$ cat src/rtl/proc_pkg.sv
// Shared processor definitions: opcode field layout, legal opcode range,
// fetch-stage state encoding and the opcode constants used by decode/control.
package proc_pkg;

  localparam int OPCODE_W = 4;
  localparam int NUM_OPS  = 12;
  localparam int INSTR_W  = 16;

  typedef enum logic [2:0] {
    IDLE   = 3'd0,
    FETCH  = 3'd1,
    DECODE = 3'd2,
    ISSUE  = 3'd3,
    EXEC   = 3'd4,
    HALT   = 3'd5
  } fetch_state_e;

  // Opcodes 12..15 are unassigned and trap as illegal.
  localparam logic [OPCODE_W-1:0] OP_NOP   = 4'd0;
  localparam logic [OPCODE_W-1:0] OP_LOAD  = 4'd1;
  localparam logic [OPCODE_W-1:0] OP_STORE = 4'd2;
  localparam logic [OPCODE_W-1:0] OP_ADD   = 4'd3;
  localparam logic [OPCODE_W-1:0] OP_SUB   = 4'd4;
  localparam logic [OPCODE_W-1:0] OP_AND   = 4'd5;
  localparam logic [OPCODE_W-1:0] OP_OR    = 4'd6;
  localparam logic [OPCODE_W-1:0] OP_XOR   = 4'd7;
  localparam logic [OPCODE_W-1:0] OP_SHL   = 4'd8;
  localparam logic [OPCODE_W-1:0] OP_SHR   = 4'd9;
  localparam logic [OPCODE_W-1:0] OP_JMP   = 4'd10;
  localparam logic [OPCODE_W-1:0] OP_JZ    = 4'd11;

  function automatic int opcode_msb(input int instr_w);
    return instr_w - 1;
  endfunction

  function automatic int operand_msb(input int instr_w);
    return instr_w - OPCODE_W - 1;
  endfunction

  function automatic logic op_is_legal(input logic [OPCODE_W-1:0] op, input int num_ops);
    return int'(op) < num_ops;
  endfunction

endpackage

$ cat src/rtl/instr_fetch_unit.sv
// Multi-cycle fetch stage: fetches over req/ack, latches the IR, sequences the
// decoder EN_OP/EN_OUT strobes and owns the program counter.
module instr_fetch_unit #(
  parameter int PC_W    = 8,
  parameter int INSTR_W = 16,
  parameter int NUM_OPS = proc_pkg::NUM_OPS
) (
  input  logic                       clk,
  input  logic                       rst,
  input  logic                       run,
  output logic [PC_W-1:0]            mem_addr,
  output logic                       mem_req,
  input  logic                       mem_ack,
  input  logic [INSTR_W-1:0]         mem_rdata,
  input  logic                       pc_load,
  input  logic [PC_W-1:0]            pc_load_val,
  input  logic                       instr_done,
  output logic [proc_pkg::OPCODE_W-1:0] opcode,
  output logic [INSTR_W-5:0]         operand,
  output logic                       en_op,
  output logic                       en_out,
  output logic [PC_W-1:0]            pc,
  output logic                       busy,
  output logic                       illegal,
  output proc_pkg::fetch_state_e     fsm_state
);
  import proc_pkg::*;

  // Memory handshake: mem_req is a level held from entry into FETCH until the
  // cycle mem_ack is sampled high; mem_rdata is captured on that same edge and
  // mem_ack seen in any other state is ignored.

  fetch_state_e           state;
  logic [INSTR_W-1:0]     ir;

  assign opcode    = ir[opcode_msb(INSTR_W) -: OPCODE_W];
  assign operand   = ir[operand_msb(INSTR_W):0];
  assign mem_addr  = pc;
  assign fsm_state = state;

  always_ff @(posedge clk) begin
    if (rst) begin
      state   <= IDLE;
      pc      <= '0;
      ir      <= '0;
      mem_req <= 1'b0;
      en_op   <= 1'b0;
      en_out  <= 1'b0;
      illegal <= 1'b0;
      busy    <= 1'b0;
    end else begin
      en_op  <= 1'b0;
      en_out <= 1'b0;
      unique case (state)
        IDLE: begin
          if (run) begin
            state   <= FETCH;
            mem_req <= 1'b1;
            busy    <= 1'b1;
          end
        end
        FETCH: begin
          if (mem_ack) begin
            ir      <= mem_rdata;
            pc      <= pc + PC_W'(1);
            mem_req <= 1'b0;
            state   <= DECODE;
          end
        end
        DECODE: begin
          // Illegal opcodes trap without ever strobing the decoder.
          if (!op_is_legal(opcode, NUM_OPS)) begin
            illegal <= 1'b1;
            busy    <= 1'b0;
            state   <= HALT;
          end else begin
            en_op <= 1'b1;
            state <= ISSUE;
          end
        end
        ISSUE: begin
          en_out <= 1'b1;
          state  <= EXEC;
        end
        EXEC: begin
          // A branch target seen on the completing cycle still lands, so the
          // following fetch uses it.
          if (pc_load) pc <= pc_load_val;
          if (instr_done) begin
            if (run) begin
              state   <= FETCH;
              mem_req <= 1'b1;
            end else begin
              state <= IDLE;
              busy  <= 1'b0;
            end
          end
        end
        HALT: begin
          state <= HALT;
        end
        default: begin
          state   <= IDLE;
          mem_req <= 1'b0;
          busy    <= 1'b0;
        end
      endcase
    end
  end

endmodule

$ cat config.mk
export PLATFORM = sky130hd
export DESIGN_NAME = instr_fetch_unit
export DESIGN_NICKNAME = d
export VERILOG_FILES = /design/src/rtl/proc_pkg.sv /design/src/rtl/instr_fetch_unit.sv
export SDC_FILE = /design/constraint.sdc
export NUM_CORES = 1
export LEC_CHECK = 0
export BUFFER_PORTS_ARGS = -buffer_cell sky130_fd_sc_hd__buf_2
export CAP_MARGIN = 20
export CORE_MARGIN = 2
export CORE_UTILIZATION = 49
export DETAILED_ROUTE_END_ITERATION = 8
export HOLD_SLACK_MARGIN = 0.02
export PLACE_DENSITY = 0.89
export SKIP_LAST_GASP = 1
export SLEW_MARGIN = 10
export SYNTH_ARGS = -nofsm -noshare
export SYNTH_HDL_FRONTEND = slang
export SYNTH_SLANG_ARGS = --single-unit
$ cat constraint.sdc
create_clock -name clk -period 2.3 [get_ports clk]
set_clock_uncertainty 0.15 [all_clocks]
set_input_delay 0 -clock clk [delete_from_list [all_inputs] [get_ports clk]]
set_output_delay 0 -clock clk [all_outputs]
set_load 0.02 [all_outputs]
==> flow_metrics.tcl <==
set metrics [dict create \
    yosysSeqAreaShare 0.423 \
    postPlaceCellArea_sq_um 1810 \
    gp_congestion 0.810 \
    power-per-cell-area_nw_per_um2 516 \
    pwr-share-comb 0.203 \
    wire_per_inst_microns 13.3 \
    critPathLaunchType "register" \
    antenna_found_initial 0 \
    outcome "complete, no violations" \
    synth.cell_area_sq_um 1510 \
    holdWs_ps 101 \
    required_ps 2350 \
    finalHoldViolations 0 \
    async_flop_share 0 \
    coreArea_sq_um 3000 \
    cp_max_fo 17 \
    dp_cells 275 \
    multi_input_area_sq_um 748 \
    internal-power_uw 799 \
    ios 70 \
    met2WireLength_mm 2.07 \
    n_fill_cell 226 \
    fin_crit_sh 0.928 \
    track_usage 0.257 \
    p_leak_nw 0.975 \
    cts_setup_buffers 0 \
    met3WireLength_microns 242 \
    critPathKind "reg -> reg" \
    cap_violations 0 \
    place_ws_ps 494 \
    cts.htree.levels 2 \
    hpwl_mm 2.39 \
    switchingPower_uw 331 \
    slew_violations 0 \
    clkSinkCount 32 \
    grt_overflow 0 \
    seq_area_sq_um 644 \
    synth_top_area_frac 0.423 \
    grt_pass1_vias 1549 \
    setup_violations 0 \
    tns_ps 0 \
    drc 0 \
    final_cells 315 \
    synth_area_leaders "dfxtp_1 42%, nand2_1 9.9%, a21oi_1 8.9%" \
    area_delta_synth_final_pct 44.6 \
    antenna_cells 0 \
    ir_drop_uv 378 \
    finalNetCount 313 \
    grt_pass1_wl_mm 6.89 \
    finalInstanceArea_sq_um 2190 \
    rsz0062_at_grt "no" \
    grt_max_degree 33 \
    firstDrtPassIters 4 \
    yosys.area.top_type "dfxtp_1" \
    synth_edf_count 0 \
    initial_utilization 0.504 \
    fin_ws_ps 166 \
    antenna_left 0 \
    clockBufferDepth 2 \
    postSynthCellCount 190 \
    drt_iter0_drc 73 \
    routedLengthMet1_mm 1.78 \
    yosys_warnings 0 \
    layout-drive-gt1-share 0.305 \
    period_needed_ps 2130 \
    vias 1688 \
    yosysUniqueCellTypes 41 \
    vias_per_cell 5.36 \
    fmax_ghz 0.469 \
    wl_mm 4.18 \
    cts_buffers 5 \
    power.total_mw 1.13 \
    avgSynthCellArea_sq_um 7.97 \
    cts_tree "built" \
    dieHeight_microns 59.6 \
    clk_latency_ps 330 \
    utilization 0.729 \
    io_buffers 69 \
    clockPowerShare 0.264 \
    end_kind "register" \
    min_path_type "in -> reg" \
    ys_ff_latch 32 \
    synth_nets 221 \
    die_w_microns 59.6 \
    cts_root_buf "clkbuf_4" \
    switching_share 0.293 \
    arrival_ps 2190 \
    max_slew.worst_pin.slew_ps 615 \
    core.rowCount 20 \
    highest_layer "met4" \
    clkTransAtPathRegs_ps 100 \
    die_area_sq_um 3550 \
    ys.flop_type "dfxtp_1" \
    seq_power_share 0.533 \
    slew_headroom 0.590 \
]
-- layout by cell type, fill, tap and decap left out, types with 5 or more instances in the layout --
| cell | count |
|---|---|
| nand2b_1 | 5 |
| nor3_1 | 7 |
| buf_2 | 69 |
| clkbuf_4 | 5 |
| nor2_1 | 11 |
| nand2_1 | 40 |
| a21oi_1 | 27 |
| dfxtp_1 | 29 |
| o21ai_0 | 6 |
| dlygate4sd3_1 | 33 |
-- per-layer routing --
layer	global-route usage	vias up
li1	-	831
met1	0.317	780
met2	0.427	67
met3	0.0568	10
met4	0.117	0
met5	0	-
-- worst max-delay path, stage by stage, from the launching register on --
cell	delay (ps)
dfxtp_2	510
nor3b_2	220
buf_4	190
nand2_1	140
nor2_1	150
dlygate4sd3_1	610
nor4_2	40
-- synth_stat cells, types with 2 or more instances --
cell type	n
nor2_1	11
a211oi_1	2
o21bai_1	2
o21ai_0	6
inv_1	3
nor2b_1	3
nor4_2	2
nand3b_1	2
buf_2	4
nand2b_1	5
nor3b_1	2
a21oi_1	27
clkbuf_1	6
dfxtp_1	32
nand3_1	2
nand2_1	40
o211ai_1	2
nor3_1	7
buf_4	9
o32ai_1	2
-- power by group through the flow --
stage               registers [mW]  logic (mW)  clock network, mW
finish                       0.602       0.229              0.298
global route                 0.607       0.251              0.324
CTS                          0.601       0.226              0.302
detailed placement           0.614       0.189                  0
global placement             0.613       0.186                  0
floorplan                    0.634       0.104                  0
-- cell families (layout without fill, tap and decap cells) --
| group | Yosys count | count (layout) | share of synthesized area |
|---|---|---|---|
| AO/OA/AOI/OAI | 51 | 51 | 0.207 |
| adder cells (fa/ha/maj) | 1 | 1 | 0.00826 |
| buffers and inverters | 23 | 115 | 0.0826 |
| flip-flops | 32 | 32 | 0.423 |
| multiplexers | 1 | 1 | 0.00661 |
| AND/OR/NAND/NOR | 82 | 82 | 0.272 |
-- flip-flops by register name, summed over array words and instances (netlist names) --
signal / cells
ir: 16
mem_addr: 8
fsm_state: 3
busy: 1
en_op: 1
en_out: 1
illegal: 1
mem_req: 1
-- worst paths after layout --
kind / slack [ps] / startpoint / to / cells past startpoint
min: 100 / pc_load / mem_addr[1] / 5
max reg2reg: 170 / fsm_state[2] / mem_addr[4] / 6
max: 170 / fsm_state[2] / mem_addr[4] / 6
min reg2reg: 310 / ir[7] / ir[7] / 2
-- repair_timing --
action / CTS / global route
hold buffers: 33 / 0
hold endpoints to repair: 30 / 0
resized for setup: 0 / 3
endpoints found under the setup margin: 0 / 4
-- final cells by class --
cell class | instances | area share
multi-input combinational | 135 | 0.342
timing repair buffer | 105 | 0.319
sequential | 32 | 0.294
clock buffer | 6 | 0.0189
tap | 33 | 0.0189
inverter | 3 | 0.00514
clock inverter | 1 | 0.00229
Note: power is estimated with default switching activity, not from simulation.
